==> config.mk <==
export PLATFORM = sky130hd
export DESIGN_NAME = tmds_decoder_flat
export DESIGN_NICKNAME = d
export VERILOG_FILES = /design/src/rtl/tmds_decoder_if.sv /design/src/rtl/tmds_decoder.sv /design/src/flat_wrapper.sv
export SDC_FILE = /design/constraint.sdc
export NUM_CORES = 1
export LEC_CHECK = 0
export ABC_AREA = 1
export BUFFER_PORTS_ARGS = -buffer_cell sky130_fd_sc_hd__clkbuf_2
export CORE_UTILIZATION = 45
export CTS_CLUSTER_SIZE = 10
export DETAILED_ROUTE_END_ITERATION = 12
export GPL_ROUTABILITY_DRIVEN = 0
export GPL_TIMING_DRIVEN = 0
export PLACE_DENSITY = 0.65
export REMOVE_ABC_BUFFERS = 1
export SLEW_MARGIN = 20
export SYNTH_ARGS = -nofsm -noshare
export SYNTH_HDL_FRONTEND = slang
export SYNTH_SLANG_ARGS = --single-unit
export TNS_END_PERCENT = 50
==> constraint.sdc <==
create_clock -name pclk -period 2.95 [get_ports pclk]
set_input_delay 0.295 -clock pclk [delete_from_list [all_inputs] [get_ports pclk]]
set_output_delay 0.295 -clock pclk [all_outputs]
set_load 0.02 [all_outputs]
==> src/rtl/tmds_decoder_if.sv <==
`default_nettype none
// ============================================================================
//  Module      : tmds_decoder_if
//  Description : TMDS decoder link bundle: the parallel 10-bit word from the
//                deserializer, the bitslip request back to it, and the decoded
//                pixel/control outputs.
//  Revision    : 1.0 - initial release
// ============================================================================
interface tmds_decoder_if;
  logic [9:0] tmds_din;
  logic       bitslip;
  logic       aligned;
  logic       de;
  logic       c0;
  logic       c1;
  logic [7:0] dout;

  // Deserializer / pixel sink side
  modport master (
    output tmds_din,
    input  bitslip, aligned, de, c0, c1, dout
  );

  // Decoder side
  modport slave (
    input  tmds_din,
    output bitslip, aligned, de, c0, c1, dout
  );
endinterface
`default_nettype wire

==> src/rtl/tmds_decoder.sv <==
`default_nettype none
// ============================================================================
//  Module      : tmds_decoder
//  Description : TMDS channel decoder with control-token word alignment.
//                Two register stages (input capture, decode). A three-state
//                FSM hunts for a run of control tokens, requests a bitslip
//                when none is found in time, and drops lock after a long
//                stretch without any control token.
//  Revision    : 1.0 - initial release
// ============================================================================
module tmds_decoder #(
  parameter int CTRL_LOCK      = 8,
  parameter int SEARCH_TIMEOUT = 2048,
  parameter int LOSS_TIMEOUT   = 4095,
  parameter int SLIP_WAIT      = 16
) (
  input  logic          pclk,
  input  logic          rst_n,
  tmds_decoder_if.slave bus
);

  localparam logic [9:0]  c_TOK_00         = 10'b1101010100;
  localparam logic [9:0]  c_TOK_01         = 10'b0010101011;
  localparam logic [9:0]  c_TOK_10         = 10'b0101010100;
  localparam logic [9:0]  c_TOK_11         = 10'b1010101011;
  localparam logic [11:0] c_CTRL_LOCK      = 12'(CTRL_LOCK);
  localparam logic [11:0] c_SEARCH_TIMEOUT = 12'(SEARCH_TIMEOUT);
  localparam logic [11:0] c_LOSS_TIMEOUT   = 12'(LOSS_TIMEOUT);
  localparam logic [11:0] c_SLIP_WAIT      = 12'(SLIP_WAIT);

  typedef enum logic [1:0] {
    ST_SEARCH = 2'd0,
    ST_SLIP   = 2'd1,
    ST_LOCKED = 2'd2
  } state_t;

  // Counters stick at all-ones instead of wrapping
  function automatic logic [11:0] sat_inc(input logic [11:0] v);
    return (v == 12'hFFF) ? v : v + 12'd1;
  endfunction

  state_t      r_state, w_state_next;
  logic [9:0]  r_din;
  logic [11:0] r_run, w_run_next;
  logic [11:0] r_search, w_search_next;
  logic [11:0] r_loss, w_loss_next;
  logic [11:0] r_wait, w_wait_next;
  logic [11:0] w_run_inc, w_search_inc, w_loss_inc, w_wait_inc;
  logic        w_bitslip_next;
  logic        w_is_token;
  logic [1:0]  w_tok_c;
  logic [7:0]  w_d;
  logic [7:0]  w_dec;
  logic        r_bitslip, r_aligned, r_de, r_c0, r_c1;
  logic [7:0]  r_dout;

  // Classify the captured word as one of the four control tokens or data
  always_comb begin
    w_is_token = 1'b1;
    w_tok_c    = 2'b00;
    case (r_din)
      c_TOK_00: w_tok_c = 2'b00;
      c_TOK_01: w_tok_c = 2'b01;
      c_TOK_10: w_tok_c = 2'b10;
      c_TOK_11: w_tok_c = 2'b11;
      default:  w_is_token = 1'b0;
    endcase
  end

  // Undo the optional inversion, then the XOR/XNOR transition chain
  always_comb begin
    w_d      = r_din[9] ? ~r_din[7:0] : r_din[7:0];
    w_dec    = 8'h00;
    w_dec[0] = w_d[0];
    for (int i = 1; i < 8; i++) begin
      w_dec[i] = r_din[8] ? (w_d[i] ^ w_d[i-1]) : ~(w_d[i] ^ w_d[i-1]);
    end
  end

  // Alignment FSM: next state, counter updates and slip request
  always_comb begin
    w_state_next   = r_state;
    w_run_next     = r_run;
    w_search_next  = r_search;
    w_loss_next    = r_loss;
    w_wait_next    = r_wait;
    w_bitslip_next = 1'b0;
    w_run_inc      = w_is_token ? sat_inc(r_run) : 12'd0;
    w_search_inc   = sat_inc(r_search);
    w_loss_inc     = sat_inc(r_loss);
    w_wait_inc     = sat_inc(r_wait);
    case (r_state)
      ST_SEARCH: begin
        // A completed token run wins over a timeout landing on the same word
        if (w_is_token && (w_run_inc >= c_CTRL_LOCK)) begin
          w_state_next  = ST_LOCKED;
          w_run_next    = 12'd0;
          w_search_next = 12'd0;
          w_loss_next   = 12'd0;
        end else if (w_search_inc >= c_SEARCH_TIMEOUT) begin
          w_state_next   = ST_SLIP;
          w_bitslip_next = 1'b1;
          w_run_next     = 12'd0;
          w_search_next  = 12'd0;
          w_wait_next    = 12'd0;
        end else begin
          w_run_next    = w_run_inc;
          w_search_next = w_search_inc;
        end
      end
      ST_SLIP: begin
        // Words are ignored while the deserializer settles on the new boundary
        if (w_wait_inc >= c_SLIP_WAIT) begin
          w_state_next  = ST_SEARCH;
          w_wait_next   = 12'd0;
          w_run_next    = 12'd0;
          w_search_next = 12'd0;
        end else begin
          w_wait_next = w_wait_inc;
        end
      end
      ST_LOCKED: begin
        if (w_is_token) begin
          w_loss_next = 12'd0;
        end else if (w_loss_inc >= c_LOSS_TIMEOUT) begin
          // Lock dropped without a slip: the boundary may still be correct
          w_state_next  = ST_SEARCH;
          w_loss_next   = 12'd0;
          w_run_next    = 12'd0;
          w_search_next = 12'd0;
        end else begin
          w_loss_next = w_loss_inc;
        end
      end
      default: begin
        w_state_next  = ST_SEARCH;
        w_run_next    = 12'd0;
        w_search_next = 12'd0;
        w_loss_next   = 12'd0;
        w_wait_next   = 12'd0;
      end
    endcase
  end

  // State, counters, slip pulse and the input capture stage
  always_ff @(posedge pclk or negedge rst_n) begin
    if (!rst_n) begin
      r_state   <= ST_SEARCH;
      r_din     <= 10'd0;
      r_run     <= 12'd0;
      r_search  <= 12'd0;
      r_loss    <= 12'd0;
      r_wait    <= 12'd0;
      r_bitslip <= 1'b0;
    end else begin
      r_state   <= w_state_next;
      r_din     <= bus.tmds_din;
      r_run     <= w_run_next;
      r_search  <= w_search_next;
      r_loss    <= w_loss_next;
      r_wait    <= w_wait_next;
      r_bitslip <= w_bitslip_next;
    end
  end

  // Decode stage: aligned and de both derive from the current state here
  always_ff @(posedge pclk or negedge rst_n) begin
    if (!rst_n) begin
      r_aligned <= 1'b0;
      r_de      <= 1'b0;
      r_dout    <= 8'h00;
      r_c0      <= 1'b0;
      r_c1      <= 1'b0;
    end else begin
      r_aligned <= (r_state == ST_LOCKED);
      if (w_is_token) begin
        r_de   <= 1'b0;
        r_dout <= 8'h00;
        r_c1   <= w_tok_c[1];
        r_c0   <= w_tok_c[0];
      end else if (r_state == ST_LOCKED) begin
        r_de   <= 1'b1;
        r_dout <= w_dec;
      end else begin
        r_de   <= 1'b0;
        r_dout <= 8'h00;
      end
    end
  end

  assign bus.bitslip = r_bitslip;
  assign bus.aligned = r_aligned;
  assign bus.de      = r_de;
  assign bus.dout    = r_dout;
  assign bus.c0      = r_c0;
  assign bus.c1      = r_c1;

endmodule
`default_nettype wire
==> src/flat_wrapper.sv <==
// flat-port wrapper written by rule: the top's interface ports become plain ports
module tmds_decoder_flat 
#(
  parameter int CTRL_LOCK      = 8,
  parameter int SEARCH_TIMEOUT = 2048,
  parameter int LOSS_TIMEOUT   = 4095,
  parameter int SLIP_WAIT      = 16
)
  (pclk, rst_n, bus_tmds_din, bus_bitslip, bus_aligned, bus_de, bus_c0, bus_c1, bus_dout);
  tmds_decoder_if bus_i ();
  input  logic pclk;
  input  logic rst_n;
  input wire logic [$bits(bus_i.tmds_din)-1:0] bus_tmds_din;
  output wire logic [$bits(bus_i.bitslip)-1:0] bus_bitslip;
  output wire logic [$bits(bus_i.aligned)-1:0] bus_aligned;
  output wire logic [$bits(bus_i.de)-1:0] bus_de;
  output wire logic [$bits(bus_i.c0)-1:0] bus_c0;
  output wire logic [$bits(bus_i.c1)-1:0] bus_c1;
  output wire logic [$bits(bus_i.dout)-1:0] bus_dout;
  assign bus_i.tmds_din = bus_tmds_din;
  assign bus_bitslip = bus_i.bitslip;
  assign bus_aligned = bus_i.aligned;
  assign bus_de = bus_i.de;
  assign bus_c0 = bus_i.c0;
  assign bus_c1 = bus_i.c1;
  assign bus_dout = bus_i.dout;
  tmds_decoder #(.CTRL_LOCK(CTRL_LOCK), .SEARCH_TIMEOUT(SEARCH_TIMEOUT), .LOSS_TIMEOUT(LOSS_TIMEOUT), .SLIP_WAIT(SLIP_WAIT)) u_core (.pclk(pclk), .rst_n(rst_n), .bus(bus_i));
endmodule
==> run_summary.xml, run 1 <==
<?xml version="1.0" encoding="UTF-8"?>
<metrics>
  <group name="synthesis">
    <metric name="synth_flop_cell" unit="">sky130_fd_sc_hd__dfrtp_1</metric>
    <metric name="syn_inst" unit="">572</metric>
    <metric name="synth.ff_latch_count" unit="">73</metric>
    <metric name="synth_compound_gate_area_share" unit="">0.0375</metric>
    <metric name="synth-async-reset-ratio" unit="">1.00</metric>
    <metric name="mappedNetlistArea" unit="um^2">4370</metric>
    <metric name="post_synth_edffs" unit="">0</metric>
    <metric name="synth_top_family_by_area" unit="">simple AND/OR/NAND/NOR gates</metric>
    <metric name="synth_mux_area_frac" unit="">0</metric>
    <metric name="synth.avg_cell_area" unit="um^2">7.64</metric>
    <metric name="synth_warnings" unit="">0</metric>
    <metric name="synth_xor_area_frac" unit="">0.0579</metric>
    <metric name="ys_types" unit="">33</metric>
    <metric name="synth_simple_gate_area_share" unit="">0.385</metric>
    <metric name="synth-seq-area-share" unit="">0.418</metric>
    <metric name="yosys.area_share.adder" unit="">0.0286</metric>
  </group>
  <group name="critical_path">
    <metric name="cpMaxStageDelayCell" unit="">sky130_fd_sc_hd__dfrtp_1</metric>
    <metric name="cpPeakStageDelay" unit="ns">0.42</metric>
    <metric name="worstSetupPathType" unit="">flip-flop to flip-flop</metric>
    <metric name="path_common_cell" unit="">sky130_fd_sc_hd__nand2_1</metric>
    <metric name="critPathCaptureType" unit="">flip-flop</metric>
    <metric name="reg2regPathDepth" unit="">14</metric>
    <metric name="reg2reg_from" unit="">u_core.r_loss[0]</metric>
    <metric name="timing.critical_path.max_delay_family" unit="">simple AND/OR/NAND/NOR gates</metric>
    <metric name="worst_r2r_endpoint" unit="">u_core.r_run[6]</metric>
    <metric name="critPathLaunchType" unit="">flip-flop</metric>
    <metric name="worst_ep_required_time" unit="ns">3.20</metric>
    <metric name="timing.critical_path.cells" unit="">ha_1 &gt; inv_1 &gt; nor2_2 &gt; nand3_2 &gt; nand2_1 &gt; nand2_1 &gt; inv_1 &gt; nand3_1 &gt; nor2_1 &gt; nand2_1 &gt; nand2_2 &gt; nand2_4 &gt; inv_2 &gt; nor2_1</metric>
    <metric name="worst-endpoint-arrival" unit="ns">2.85</metric>
    <metric name="worst_path_buffer_plus_inverter_count" unit="">3</metric>
    <metric name="worst_reg2reg_setup_slack" unit="ns">0.34</metric>
    <metric name="crit_fanout" unit="">15</metric>
  </group>
  <group name="clocking">
    <metric name="clkLatencyLatePin" unit="ns">0.36</metric>
    <metric name="numClockSinks" unit="">73</metric>
    <metric name="ctsHoldBuffers" unit="">1</metric>
    <metric name="htreeDepth" unit="">3</metric>
    <metric name="cts_tree" unit="">built</metric>
    <metric name="cts_made_buffers" unit="">9</metric>
    <metric name="cts_resized" unit="">0</metric>
    <metric name="cts_root_buffer" unit="">sky130_fd_sc_hd__clkbuf_8</metric>
    <metric name="cts.clk_slew.worst_paths" unit="ns">0.09</metric>
    <metric name="postCtsSetupBuffers" unit="">0</metric>
    <metric name="cts_max_path_buffers" unit="">2</metric>
  </group>
  <group name="floorplanning">
    <metric name="num_io_pins" unit="">25</metric>
    <metric name="die-area" unit="um^2">10100</metric>
    <metric name="vertical_extent_of_the_die" unit="um">101</metric>
    <metric name="rows" unit="">35</metric>
    <metric name="initial_core_util" unit="">0.468</metric>
    <metric name="die_width" unit="um">101</metric>
    <metric name="floorplan_core_area" unit="um^2">9330</metric>
  </group>
  <group name="timing">
    <metric name="timing_max_transition_violations_final" unit="">0</metric>
    <metric name="fin_crit_sh" unit="">0.883</metric>
    <metric name="grt_setup_unrepaired" unit="">false</metric>
    <metric name="setup_viol_count_final" unit="">0</metric>
    <metric name="max-slew-margin-rel" unit="">0.383</metric>
    <metric name="timing_worst_slew_pin_value" unit="ns">0.922</metric>
    <metric name="clock.fmax" unit="MHz">384</metric>
    <metric name="totalNegativeSetupSlack" unit="ns">0</metric>
    <metric name="fin_skew" unit="ns">0.0118</metric>
    <metric name="timing_hold_violations_final" unit="">0</metric>
    <metric name="final_critical_path_setup_slack" unit="ns">0.344</metric>
    <metric name="period_needed" unit="ns">2.61</metric>
  </group>
  <group name="final_layout">
    <metric name="layout-drive-gt1-share" unit="">0.144</metric>
    <metric name="final_net_count" unit="">621</metric>
    <metric name="areaGrowthSynthToFinish" unit="%">9.80</metric>
    <metric name="num_antenna_cells" unit="">0</metric>
    <metric name="stdcell_area" unit="um^2">4800</metric>
  </group>
  <group name="drt">
    <metric name="route.antenna.remaining_nets" unit="">0</metric>
    <metric name="1st_pass_router_iterations" unit="">4</metric>
    <metric name="first_iter_violations" unit="">129</metric>
    <metric name="detail_routed_via_count_per_cell" unit="">4.98</metric>
    <metric name="drcViolationCount" unit="">0</metric>
    <metric name="finalWirelength" unit="um">8630</metric>
    <metric name="wire_per_inst" unit="um">11.8</metric>
    <metric name="vias" unit="">3647</metric>
  </group>
  <group name="run_status">
    <metric name="run_status" unit="">complete, no violations</metric>
  </group>
  <group name="place">
    <metric name="placement.cell_area" unit="um^2">4590</metric>
    <metric name="port_buffer_cells" unit="">24</metric>
    <metric name="dp_worst_setup_slack" unit="ns">0.356</metric>
    <metric name="post-dp-hpwl" unit="um">6130</metric>
  </group>
  <group name="global_route">
    <metric name="grt_start_max_net_pins" unit="">41</metric>
    <metric name="grt_first_pass_wirelength" unit="um">15400</metric>
    <metric name="globalRouteTotalUtil" unit="">0.191</metric>
    <metric name="grt_pass1_vias" unit="">3490</metric>
    <metric name="antenna_found_initial" unit="">0</metric>
    <metric name="grt.overflow.total" unit="">0</metric>
  </group>
  <group name="pwr">
    <metric name="worst_ir_drop_vdd" unit="V">0.000240</metric>
    <metric name="p_per_area" unit="nW/um^2">388</metric>
    <metric name="p_leak" unit="nW">2.39</metric>
  </group>
  <group name="min_path">
    <metric name="worstHoldEndpoint" unit="">u_core.r_din[6]</metric>
    <metric name="timing.hold.worst.class" unit="">input pin to flip-flop</metric>
    <metric name="whs_path_depth" unit="">1</metric>
    <metric name="timing.hold.worst.start" unit="">bus_tmds_din[6]</metric>
  </group>
  <group name="run">
    <metric name="drv_cap" unit="">0</metric>
  </group>
</metrics>
-- metal layers --
layer	up-vias	track usage	wire length, um
met2	46	0.320	4200
li1	1876	-	-
met5	-	0	0
met1	1717	0.248	4050
met3	8	0.0451	278
met4	0	0.0557	101
-- cell type report --
cell class              instances  area [um^2]
clock inverters                 7         68.8
well taps                     129          161
clock buffers                   9          124
flip-flops and latches         73         1830
fillers                       892         4530
inverters                      64          240
multi-input cells             425         2220
repair buffers                 26          153
-- cell families after synthesis --
| family | after synthesis |
|---|---|
| AND/OR/NAND/NOR | 360 |
| flip-flops | 73 |
| adder cells (fa/ha/maj) | 10 |
| buffers and inverters | 74 |
| AO/OA/AOI/OAI | 27 |
| XOR/XNOR | 28 |
-- worst register-to-register path: stages (launching register included) --
cell and delay [ns]:
sky130_fd_sc_hd__dfrtp_1 0.42, sky130_fd_sc_hd__ha_1 0.22, sky130_fd_sc_hd__inv_1 0.06, sky130_fd_sc_hd__nor2_2 0.19, sky130_fd_sc_hd__nand3_2 0.25, sky130_fd_sc_hd__nand2_1 0.17, sky130_fd_sc_hd__nand2_1 0.06, sky130_fd_sc_hd__inv_1 0.05
sky130_fd_sc_hd__nand3_1 0.07, sky130_fd_sc_hd__nor2_1 0.11, sky130_fd_sc_hd__nand2_1 0.29, sky130_fd_sc_hd__nand2_2 0.21, sky130_fd_sc_hd__nand2_4 0.15, sky130_fd_sc_hd__inv_2 0.20, sky130_fd_sc_hd__nor2_1 0.07
-- through the flow --
step / utilization / hold slack (ns) / total power, mW / instances
global placement: 0.490 / 0.403 / 1.10 / 715
global route: 0.514 / 0.00244 / 1.94 / 733
finish: 0.514 / 0.0353 / 1.86 / 733
detailed placement: 0.492 / 0.311 / 1.10 / 716
floorplan: - / -0.000591 / 1.07 / 562
CTS: 0.514 / 0.0142 / 1.89 / 733
-- flip-flops by register name (all words and copies together) (netlist names), 2 cells and up --
register,flops
u_core.r_search,12
u_core.r_state,2
u_core.r_loss,12
u_core.r_wait,12
u_core.bus.dout,8
u_core.r_din,10
u_core.r_run,12
-- layout by cell type (no fill, tap or decap), types with 2 or more instances in the layout --
cell	Yosys	final
sky130_fd_sc_hd__ha_1	10	10
sky130_fd_sc_hd__o21bai_1	2	2
sky130_fd_sc_hd__dfrtp_1	73	73
sky130_fd_sc_hd__nand4_1	26	26
sky130_fd_sc_hd__o21ai_1	3	3
sky130_fd_sc_hd__inv_8	0	3
sky130_fd_sc_hd__o211ai_1	4	4
sky130_fd_sc_hd__nor2_1	67	67
sky130_fd_sc_hd__nand3_1	57	57
sky130_fd_sc_hd__nor3_1	3	3
sky130_fd_sc_hd__nor2_2	10	10
sky130_fd_sc_hd__nand2_1	166	166
sky130_fd_sc_hd__nand3_2	6	6
sky130_fd_sc_hd__o21ai_0	9	9
sky130_fd_sc_hd__inv_6	0	3
sky130_fd_sc_hd__a21oi_1	6	6
sky130_fd_sc_hd__xnor2_1	15	15
sky130_fd_sc_hd__clkbuf_8	0	9
sky130_fd_sc_hd__nand2_4	2	2
sky130_fd_sc_hd__clkbuf_2	0	23
sky130_fd_sc_hd__inv_2	3	3
sky130_fd_sc_hd__nand4_2	2	2
sky130_fd_sc_hd__inv_1	61	61
sky130_fd_sc_hd__nor2_4	4	4
sky130_fd_sc_hd__nor3_2	3	3
sky130_fd_sc_hd__xor2_1	12	12
sky130_fd_sc_hd__nand2_2	13	13
-- worst max-delay path by stage --
| stage | endpoint | cells after the start | startpoint |
|---|---|---|---|
| final | u_core.r_run[6] | 14 | u_core.r_loss[0] |
| after global routing | u_core.r_run[3] | 14 | u_core.r_loss[0] |
| after global placement | u_core.r_run[3] | 14 | u_core.r_loss[0] |
| after detailed placement | u_core.r_run[11] | 14 | u_core.r_loss[0] |
| after CTS | u_core.r_run[3] | 14 | u_core.r_loss[0] |
| after floorplan | u_core.r_run[10] | 14 | u_core.r_loss[0] |
-- cells in the mapped netlist, types with 2 or more instances --
cell type                  instances  area [um^2]
sky130_fd_sc_hd__a21oi_1           6         30.0
sky130_fd_sc_hd__buf_2             3         15.0
sky130_fd_sc_hd__buf_6             3         33.8
sky130_fd_sc_hd__clkbuf_1          2         7.51
sky130_fd_sc_hd__dfrtp_1          73         1830
sky130_fd_sc_hd__ha_1             10          125
sky130_fd_sc_hd__inv_1            61          229
sky130_fd_sc_hd__inv_2             3         11.3
sky130_fd_sc_hd__nand2_1         166          623
sky130_fd_sc_hd__nand2_2          13         81.3
sky130_fd_sc_hd__nand2_4           2         22.5
sky130_fd_sc_hd__nand3_1          57          285
sky130_fd_sc_hd__nand3_2           6         60.1
sky130_fd_sc_hd__nand4_1          26          163
sky130_fd_sc_hd__nand4_2           2         25.0
sky130_fd_sc_hd__nor2_1           67          251
sky130_fd_sc_hd__nor2_2           10         62.6
sky130_fd_sc_hd__nor2_4            4         45.0
sky130_fd_sc_hd__nor3_1            3         15.0
sky130_fd_sc_hd__nor3_2            3         30.0
sky130_fd_sc_hd__o211ai_1          4         30.0
sky130_fd_sc_hd__o21ai_0           9         45.0
sky130_fd_sc_hd__o21ai_1           3         15.0
sky130_fd_sc_hd__o21bai_1          2         15.0
sky130_fd_sc_hd__xnor2_1          15          131
sky130_fd_sc_hd__xor2_1           12          105
-- report_power, final --
part           switching [mW]  internal (mW)  leakage [nW]
Clock                   0.445          0.333         0.101
Sequential            0.00885           1.01         0.982
Combinational          0.0396         0.0255          1.30
Total                   0.493           1.37          2.39
Power figures use the tool's default switching activity.
==> inputs of run 2 (changes only) <==
--- a/config.mk
+++ b/config.mk
@@ -12,7 +12,7 @@
 export DETAILED_ROUTE_END_ITERATION = 12
 export GPL_ROUTABILITY_DRIVEN = 0
 export GPL_TIMING_DRIVEN = 0
-export PLACE_DENSITY = 0.65
+export PLACE_DENSITY = 0.63
 export REMOVE_ABC_BUFFERS = 1
 export SLEW_MARGIN = 20
 export SYNTH_ARGS = -nofsm -noshare
==> run 2 against run 1 <==
Effect of this change:
- design area increased by 1.4%
- non-clock buffer count unchanged
- utilization increased by 0.72 points
- sequential cell count unchanged
- die area unchanged
- count of clock-buffer cells in the layout increased by 1
- global-route usage decreased by 0.20 points
- final cell count unchanged
==> run_summary.xml, run 2 (synthesis results as in run 1) <==
<?xml version="1.0" encoding="UTF-8"?>
<metrics>
  <group name="timing">
    <metric name="period_needed" unit="ns">2.67</metric>
    <metric name="totalNegativeSetupSlack" unit="ns">0</metric>
    <metric name="max-slew-margin-rel" unit="">0.378</metric>
    <metric name="final_critical_path_setup_slack" unit="ns">0.283</metric>
    <metric name="fin_crit_sh" unit="">0.904</metric>
    <metric name="timing_hold_violations_final" unit="">0</metric>
    <metric name="timing_worst_slew_pin_value" unit="ns">0.930</metric>
    <metric name="grt_setup_unrepaired" unit="">false</metric>
    <metric name="setup_viol_count_final" unit="">0</metric>
    <metric name="fin_hold_ws" unit="ns">0.0469</metric>
    <metric name="timing_max_transition_violations_final" unit="">0</metric>
    <metric name="fin_skew" unit="ns">0.0125</metric>
    <metric name="clock.fmax" unit="MHz">375</metric>
  </group>
  <group name="floorplanning">
    <metric name="die_width" unit="um">101</metric>
    <metric name="floorplan_core_area" unit="um^2">9330</metric>
    <metric name="die-area" unit="um^2">10100</metric>
    <metric name="initial_core_util" unit="">0.468</metric>
    <metric name="num_io_pins" unit="">25</metric>
    <metric name="rows" unit="">35</metric>
    <metric name="vertical_extent_of_the_die" unit="um">101</metric>
  </group>
  <group name="critical_path">
    <metric name="timing.critical_path.cells" unit="">ha_1 &gt; inv_1 &gt; nor2_2 &gt; nand3_2 &gt; nand2_1 &gt; nand2_1 &gt; inv_1 &gt; nand3_1 &gt; nor2_1 &gt; nand2_1 &gt; nand2_2 &gt; nand2_4 &gt; inv_2 &gt; nor2_1</metric>
    <metric name="cpPeakStageDelay" unit="ns">0.42</metric>
    <metric name="critPathLaunchType" unit="">flip-flop</metric>
    <metric name="crit_fanout" unit="">15</metric>
    <metric name="timing.critical_path.max_delay_family" unit="">simple AND/OR/NAND/NOR gates</metric>
    <metric name="reg2reg_from" unit="">u_core.r_loss[0]</metric>
    <metric name="worst_path_buffer_plus_inverter_count" unit="">3</metric>
    <metric name="critPathCaptureType" unit="">flip-flop</metric>
    <metric name="critPathLaunch" unit="">u_core.r_loss[0]</metric>
    <metric name="path_common_cell" unit="">sky130_fd_sc_hd__nand2_1</metric>
    <metric name="worst_ep_required_time" unit="ns">3.19</metric>
    <metric name="worst-endpoint-arrival" unit="ns">2.90</metric>
    <metric name="cpMaxStageDelayCell" unit="">sky130_fd_sc_hd__dfrtp_1</metric>
    <metric name="worstSetupPathType" unit="">flip-flop to flip-flop</metric>
  </group>
  <group name="drt">
    <metric name="route.antenna.remaining_nets" unit="">0</metric>
    <metric name="detail_routed_via_count_per_cell" unit="">5.03</metric>
    <metric name="vias" unit="">3690</metric>
    <metric name="finalWirelength" unit="um">8680</metric>
    <metric name="drcViolationCount" unit="">0</metric>
    <metric name="1st_pass_router_iterations" unit="">4</metric>
    <metric name="wire_per_inst" unit="um">11.8</metric>
    <metric name="first_iter_violations" unit="">172</metric>
  </group>
  <group name="final_layout">
    <metric name="final_net_count" unit="">621</metric>
    <metric name="layout.cells.most_common" unit="">sky130_fd_sc_hd__nand2_1</metric>
    <metric name="areaGrowthSynthToFinish" unit="%">11.3</metric>
    <metric name="layout-drive-gt1-share" unit="">0.144</metric>
    <metric name="leading_cell_types_in_the_layout_fill_and_taps_excluded" unit="">sky130_fd_sc_hd__nand2_1 (166), sky130_fd_sc_hd__dfrtp_1 (73), sky130_fd_sc_hd__nor2_1 (67)</metric>
    <metric name="num_antenna_cells" unit="">0</metric>
    <metric name="layout.filler_cells" unit="">892</metric>
    <metric name="final_util" unit="">0.521</metric>
    <metric name="layout.cells.non_filler" unit="">733</metric>
    <metric name="stdcell_area" unit="um^2">4860</metric>
  </group>
  <group name="place">
    <metric name="post-dp-hpwl" unit="um">6250</metric>
    <metric name="placement.cell_area" unit="um^2">4600</metric>
    <metric name="numPlacedInstances" unit="">716</metric>
    <metric name="dp_worst_setup_slack" unit="ns">0.288</metric>
    <metric name="port_buffer_cells" unit="">24</metric>
  </group>
  <group name="global_route">
    <metric name="globalRouteTotalUtil" unit="">0.189</metric>
    <metric name="grt_start_max_net_pins" unit="">46</metric>
    <metric name="grt_first_pass_wirelength" unit="um">15100</metric>
    <metric name="antenna_found_initial" unit="">0</metric>
    <metric name="grt.overflow.total" unit="">0</metric>
    <metric name="grt_pass1_vias" unit="">3372</metric>
  </group>
  <group name="clocking">
    <metric name="cts.clk_slew.worst_paths" unit="ns">0.07</metric>
    <metric name="cts_root_buffer" unit="">sky130_fd_sc_hd__clkbuf_8</metric>
    <metric name="cts_made_buffers" unit="">9</metric>
    <metric name="clkLatencyLatePin" unit="ns">0.36</metric>
    <metric name="numClockSinks" unit="">73</metric>
    <metric name="cts_tree" unit="">built</metric>
    <metric name="cts_max_path_buffers" unit="">2</metric>
    <metric name="postCtsSetupBuffers" unit="">0</metric>
    <metric name="htreeDepth" unit="">3</metric>
  </group>
  <group name="pwr">
    <metric name="worst_ir_drop_vdd" unit="V">0.000231</metric>
    <metric name="power" unit="mW">2.07</metric>
    <metric name="p_per_area" unit="nW/um^2">425</metric>
    <metric name="p_leak" unit="nW">2.41</metric>
  </group>
  <group name="min_path">
    <metric name="timing.hold.worst.start" unit="">bus_tmds_din[4]</metric>
    <metric name="timing.hold.worst.class" unit="">input pin to flip-flop</metric>
  </group>
  <group name="run">
    <metric name="drv_cap" unit="">0</metric>
  </group>
  <group name="run_status">
    <metric name="run_status" unit="">complete, no violations</metric>
  </group>
</metrics>
## run 2: worst paths after layout
path	to	slack [ns]	cells after the start
worst min-delay path	u_core.r_din[4]	0.05	1
worst max-delay path	u_core.r_run[5]	0.28	14
worst max register to register	u_core.r_run[5]	0.28	14
min in group asynchronous	u_core.r_search[6]	0.44	2
max in group asynchronous	u_core.r_din[9]	1.94	3
worst min register to register	u_core.bus.c0	0.50	2
## run 2: cell type report
type / instances / area (um^2) / area share
clock buffers: 10 / 138 / 0.0283
clock inverters: 6 / 115 / 0.0237
inverters: 64 / 240 / 0.0494
multi-input cells: 425 / 2220 / 0.457
flip-flops and latches: 73 / 1830 / 0.376
well taps: 129 / 161 / 0.0332
repair buffers: 26 / 160 / 0.0329
## run 2: per-layer routing
layer  vias to the layer above  track usage  part of all wire
li1                       1888            -                 -
met1                      1698        0.250              0.46
met2                        89        0.310              0.47
met3                        15       0.0298             0.047
met4                         0       0.0803             0.020
met5                         -            0                 0
## run 2: report_power, final
part / leakage [nW] / internal [mW] / switching (mW)
Clock: 0.123 / 0.587 / 0.394
Sequential: 0.982 / 1.01 / 0.00870
Combinational: 1.31 / 0.0266 / 0.0395
## run 2: what timing repair did
item | CTS | global route
endpoints found under the hold margin | 28 | 0
hold buffers | 1 | 0
gates resized for setup | 0 | 0
